File: src/rtl/regwb_pkg.sv
// Shared types for the register-file writeback arbiter: request payload and grant encoding.
package regwb_pkg;
    localparam int REG_ADDR_W = 5;
    localparam int REG_DATA_W = 32;

    typedef struct packed {
        logic [REG_ADDR_W-1:0] addr;
        logic [REG_DATA_W-1:0] data;
    } wb_req_t;

    typedef enum logic {
        GNT_A = 1'b0,
        GNT_B = 1'b1
    } grant_t;
endpackage

File: src/rtl/regwb_fifo.sv
// Small per-source request FIFO; DEPTH must be a power of two so the pointers wrap naturally.
module regwb_fifo
    import regwb_pkg::*;
#(
    parameter int DEPTH = 2
) (
    input  logic                   clk,
    input  logic                   rst_n,
    input  logic                   push,
    input  logic                   pop,
    input  wb_req_t                din,
    output wb_req_t                head,
    output logic [$clog2(DEPTH):0] count,
    output logic                   full,
    output logic                   empty
);
    localparam int PW = $clog2(DEPTH);
    localparam int CW = PW + 1;

    wb_req_t         mem [DEPTH];
    logic [PW-1:0]   wr_ptr;
    logic [PW-1:0]   rd_ptr;

    // Storage carries no reset; validity is tracked by count alone.
    always_ff @(posedge clk) begin
        if (push) begin
            mem[wr_ptr] <= din;
        end
    end

    always_ff @(posedge clk or negedge rst_n) begin
        if (!rst_n) begin
            wr_ptr <= '0;
            rd_ptr <= '0;
            count  <= '0;
        end else begin
            if (push) begin
                wr_ptr <= wr_ptr + PW'(1);
            end
            if (pop) begin
                rd_ptr <= rd_ptr + PW'(1);
            end
            case ({push, pop})
                2'b10:   count <= count + CW'(1);
                2'b01:   count <= count - CW'(1);
                default: count <= count;
            endcase
        end
    end

    assign head  = mem[rd_ptr];
    assign full  = (count == CW'(DEPTH));
    assign empty = (count == '0);
endmodule

File: src/rtl/regfile_wb_arbiter.sv
// Round-robin sharing of the register-file write port between ALU (A) and load/multi-cycle (B) writeback.
// Optional REGWB_ZERO_DROP_EN: popped requests targeting register 0 use their slot but never assert rw.
module regfile_wb_arbiter
    import regwb_pkg::*;
#(
    parameter int DEPTH  = 2,
    parameter int DATA_W = REG_DATA_W,
    parameter int ADDR_W = REG_ADDR_W
) (
    input  logic              clk,
    input  logic              rst_n,
    input  logic              a_valid,
    output logic              a_ready,
    input  logic [ADDR_W-1:0] a_reg,
    input  logic [DATA_W-1:0] a_data,
    input  logic              b_valid,
    output logic              b_ready,
    input  logic [ADDR_W-1:0] b_reg,
    input  logic [DATA_W-1:0] b_data,
    output logic              rw,
    output logic [ADDR_W-1:0] writereg,
    output logic [DATA_W-1:0] datawritten,
    output logic              idle
);
    wb_req_t                req_a, req_b, head_a, head_b, win;
    logic [$clog2(DEPTH):0] cnt_a, cnt_b;
    logic                   full_a, full_b, empty_a, empty_b;
    logic                   push_a, push_b, pop_a, pop_b, any_pop, do_write;
    grant_t                 gnt, last_gnt;

    assign req_a = '{addr: a_reg, data: a_data};
    assign req_b = '{addr: b_reg, data: b_data};

    // Ready comes from the registered count only, so a full FIFO refuses even while popping.
    assign a_ready = ~full_a;
    assign b_ready = ~full_b;
    assign push_a  = a_valid & a_ready;
    assign push_b  = b_valid & b_ready;

    regwb_fifo #(.DEPTH(DEPTH)) u_fifo_a (
        .clk(clk), .rst_n(rst_n), .push(push_a), .pop(pop_a), .din(req_a),
        .head(head_a), .count(cnt_a), .full(full_a), .empty(empty_a)
    );

    regwb_fifo #(.DEPTH(DEPTH)) u_fifo_b (
        .clk(clk), .rst_n(rst_n), .push(push_b), .pop(pop_b), .din(req_b),
        .head(head_b), .count(cnt_b), .full(full_b), .empty(empty_b)
    );

    always_comb begin
        gnt      = GNT_A;
        any_pop  = ~empty_a | ~empty_b;
        if (~empty_a & ~empty_b) begin
            gnt = (last_gnt == GNT_A) ? GNT_B : GNT_A;
        end else if (~empty_b) begin
            gnt = GNT_B;
        end
        pop_a    = any_pop & (gnt == GNT_A);
        pop_b    = any_pop & (gnt == GNT_B);
        win      = (gnt == GNT_A) ? head_a : head_b;
`ifdef REGWB_ZERO_DROP_EN
        do_write = any_pop & (win.addr != '0);
`else
        do_write = any_pop;
`endif
    end

    // Reset starts the pointer on B so A wins the first tie; rw clears asynchronously.
    always_ff @(posedge clk or negedge rst_n) begin
        if (!rst_n) begin
            rw          <= 1'b0;
            writereg    <= '0;
            datawritten <= '0;
            last_gnt    <= GNT_B;
        end else begin
            rw <= do_write;
            if (any_pop) begin
                last_gnt <= gnt;
            end
            if (do_write) begin
                writereg    <= win.addr;
                datawritten <= win.data;
            end
        end
    end

    assign idle = (cnt_a == '0) & (cnt_b == '0) & ~rw;
endmodule

File: config.mk
export PLATFORM = sky130hd
export DESIGN_NAME = regfile_wb_arbiter
export DESIGN_NICKNAME = d
export VERILOG_FILES = /design/src/rtl/regwb_pkg.sv /design/src/rtl/regwb_fifo.sv /design/src/rtl/regfile_wb_arbiter.sv
export SDC_FILE = /design/constraint.sdc
export NUM_CORES = 1
export LEC_CHECK = 0
export CORE_MARGIN = 2
export CORE_UTILIZATION = 40
export CTS_CLUSTER_DIAMETER = 40
export DETAILED_ROUTE_END_ITERATION = 12
export PLACE_DENSITY_LB_ADDON = 0.25
export SYNTH_ARGS = -nofsm -noshare
export SYNTH_HDL_FRONTEND = slang
export SYNTH_SLANG_ARGS = --single-unit
File: constraint.sdc
create_clock -name clk -period 2.7 [get_ports clk]
set_input_delay 0.81 -clock clk [delete_from_list [all_inputs] [get_ports clk]]
set_output_delay 0.81 -clock clk [all_outputs]
set_load 0.02 [all_outputs]
==> flow_summary.yaml <==
pwr:
  netSwitchingPower_w: 0.00366
  power_frac_comb_pct: 35.5
  swShare_pct: 31.9
  p_leak_nw: 3.60
  pwr-share-clk_pct: 22.9
  finalPower_w: 0.0115
  powerDensity_nw_per_um2: 1200
  cellInternalPower_w: 0.00780
  ir_drop_v: 0.000734
  p_seq_share_pct: 41.6
critical_path:
  max_stage_delay_ns: 0.65
  worstPathCellList: "buf_4 > nand2b_1 > clkdlybuf4s50_1"
  critPathCaptureType: "output pin"
  slowest_stage: "clkdlybuf4s50_1"
  cp.required_ns: 1.89
  path_buf_inv: 2
  cpLargestDelayFamily: "buffers and inverters"
  path_depth: 3
  reg2reg_depth: 5
  path_max_fanout: 4
  crit_type: "reg -> out"
  cp-start-kind: "flop"
  cp.arrival_ns: 1.71
timing:
  clock_skew_ns: 0.00715
  finalHoldViolCount: 0
  worst_pin_slew_ns: 0.844
  finalMaxSlewViolations: 0
  fin_tns_setup_ns: 0
  setup_ws_ns: 0.179
  rsz0062_at_grt: "no"
  max-slew-margin-rel_pct: 43.8
  fmax_mhz: 397
  setup_violations: 0
  post-route-period-util_pct: 93.4
  period_needed_ns: 2.52
yosys:
  synthTopCellsByCount: "edfxtp_1, mux2i_1, dfrtp_1, nand2_1, nand3_1"
  synth.most_common_cell: "edfxtp_1"
  synth_top_flop_cell: "edfxtp_1"
  ys_seq_area_share_pct: 75.2
  synth_xor_area_share_pct: 1.17
  yosys-top-cells-area: "edfxtp_1, dfrtp_1, mux2i_1"
  synth_edf_count: 148
  syn_area_per_cell_um2: 17.1
  synthAdderAreaFrac_pct: 0.335
  synth_top_area_cell: "edfxtp_1"
  synthesis.nets: 518
  syn_area_um2: 7470
  ys_types: 24
  ys_ff_latch: 195
  synth_top_family_by_area: "multiplexers"
  async_flop_share_pct: 24.1
  synth-simple-area-share_pct: 5.34
  yosys-mux-area-fraction_pct: 9.91
  synth_compound_area_share_pct: 5.84
  ys_warn_count: 0
  synthDominantCellAreaShare_pct: 59.5
  synthCells: 438
die:
  placementRows: 49
  io_pins: 119
  core_area_um2: 18100
  fp.dieArea_um2: 19800
  die_width_um: 141
  start_util_pct: 41.2
  fp.dieH_um: 141
finish:
  seq_area_um2: 5620
  n_fill_cell: 1486
  nets: 640
  stdcell_area_um2: 9590
  drive_above_1_share_pct: 11.2
  multi_input_area_um2: 1720
  syn_to_final_growth_pct: 28.3
  diodes: 0
  final_cell_count_no_fill: 802
drt:
  vias_per_cell: 5.19
  vias: 4161
  routed_wl_um: 14700
  first_pass_iters: 4
  drtIter0Drc: 206
  wl_per_cell_um: 18.4
  drc: 0
  detail-route-antenna-nets: 0
place:
  dp_cells: 770
  place_area_um2: 8960
  io_buffers: 118
  place_ws_ns: 0.204
  gp_congestion: 0.712
  dpl.hpwl_um: 9730
global_routing:
  overflow: 0
  grt_max_degree: 77
  grt_antenna_before_repair: 0
  grt_pass1_wl_um: 22600
  grt_usage_pct: 15.3
  grt_pass1_vias: 4271
job:
  cap_violations: 0
clock_tree:
  h-tree-depth: 4
  hold_buffers: 0
  cts_buffer_depth: 2
  clk_latency_ns: 0.42
  clk_pin_slew_worst_paths_ns: 0.06
  cts_buffers: 17
  cts.sinks: 195
  cts_tree: "yes"
  cts_root_buffer: "clkbuf_16"
outcome:
  status: "finished, final reports clean"
worst_hold_path:
  hold_path.class: "in -> async"
cells in the final DEF, fill, tap and decap left out, drive strengths merged, types with 6 or more instances in the layout:
master | Yosys | routed
buf | 18 | 15
clkbuf | 11 | 24
clkdlybuf4s50 | 0 | 116
dfrtp | 46 | 46
edfxtp | 148 | 148
mux2i | 74 | 74
nand2 | 39 | 39
nand3 | 37 | 37
o221a | 37 | 37
xnor2 | 6 | 6
state kept, by name, summed over array words and instances, names as in the netlist, 2 cells and up:
register / flops
writereg: 5
u_fifo_a.count: 2
u_fifo_a.mem: 74
datawritten: 32
u_fifo_b.count: 2
u_fifo_b.mem: 74
what timing repair did:
item / in CTS / in global routing
pin swaps: 0 / 0
setup buffers: 0 / 0
endpoints found under the setup margin: 1 / 1
gates resized for setup: 1 / 2
path summary, 6_finish.rpt:
check | from | endpoint | slack [ns]
setup / recovery | u_fifo_a.count[0] | a_ready | 0.18
hold / removal | rst_n | datawritten[8] | 0.38
max in group asynchronous | rst_n | last_gnt | 1.71
setup reg to reg | u_fifo_b.count[0] | u_fifo_b.count[1] | 0.30
hold reg to reg | u_fifo_b.count[1] | u_fifo_b.count[1] | 0.53
min in group clk | u_fifo_b.count[1] | u_fifo_b.count[1] | 0.53
through the flow:
step                util [%]  hold slack (ns)
floorplan                  -            0.478
global placement        49.4            0.495
detailed placement      49.4            0.521
CTS                     52.8            0.376
global route            52.8            0.406
finish                  52.8            0.377
routing by layer:
metal  global-route usage, %  wire, um  vias up
met2                    25.8      7290       99
met5                       0         0        -
met4                    5.11       178        0
li1                        -         -     1945
met1                    19.7      6700     2099
met3                    3.50       549       18
power groups by stage:
stage	Combinational (W)	Clock [W]	Sequential, W
after detailed placement	0.00413	0	0.00484
after floorplan	0.00246	0	0.00494
after global placement	0.00403	0	0.00481
final	0.00406	0.00262	0.00477
after CTS	0.00415	0.00268	0.00479
after global routing	0.00441	0.00280	0.00486
layout make-up:
cell class	instances	area share, %
tap	229	2.99
clock buffer	23	4.99
sequential	195	58.7
clock inverter	9	1.58
multi-input combinational	214	17.9
timing repair buffer	132	13.8
logic make-up (layout without fill, tap and decap cells):
kind of cell,count (synthesis),after routing
AOI/OAI and AO/OA,40,40
xor gates and xnor gates,10,10
adders and majority gates,2,2
buffers and inverters,29,164
DFF,195,195
muxes,74,74
and+or+nand+nor,88,88
Power figures use the tool's default switching activity.
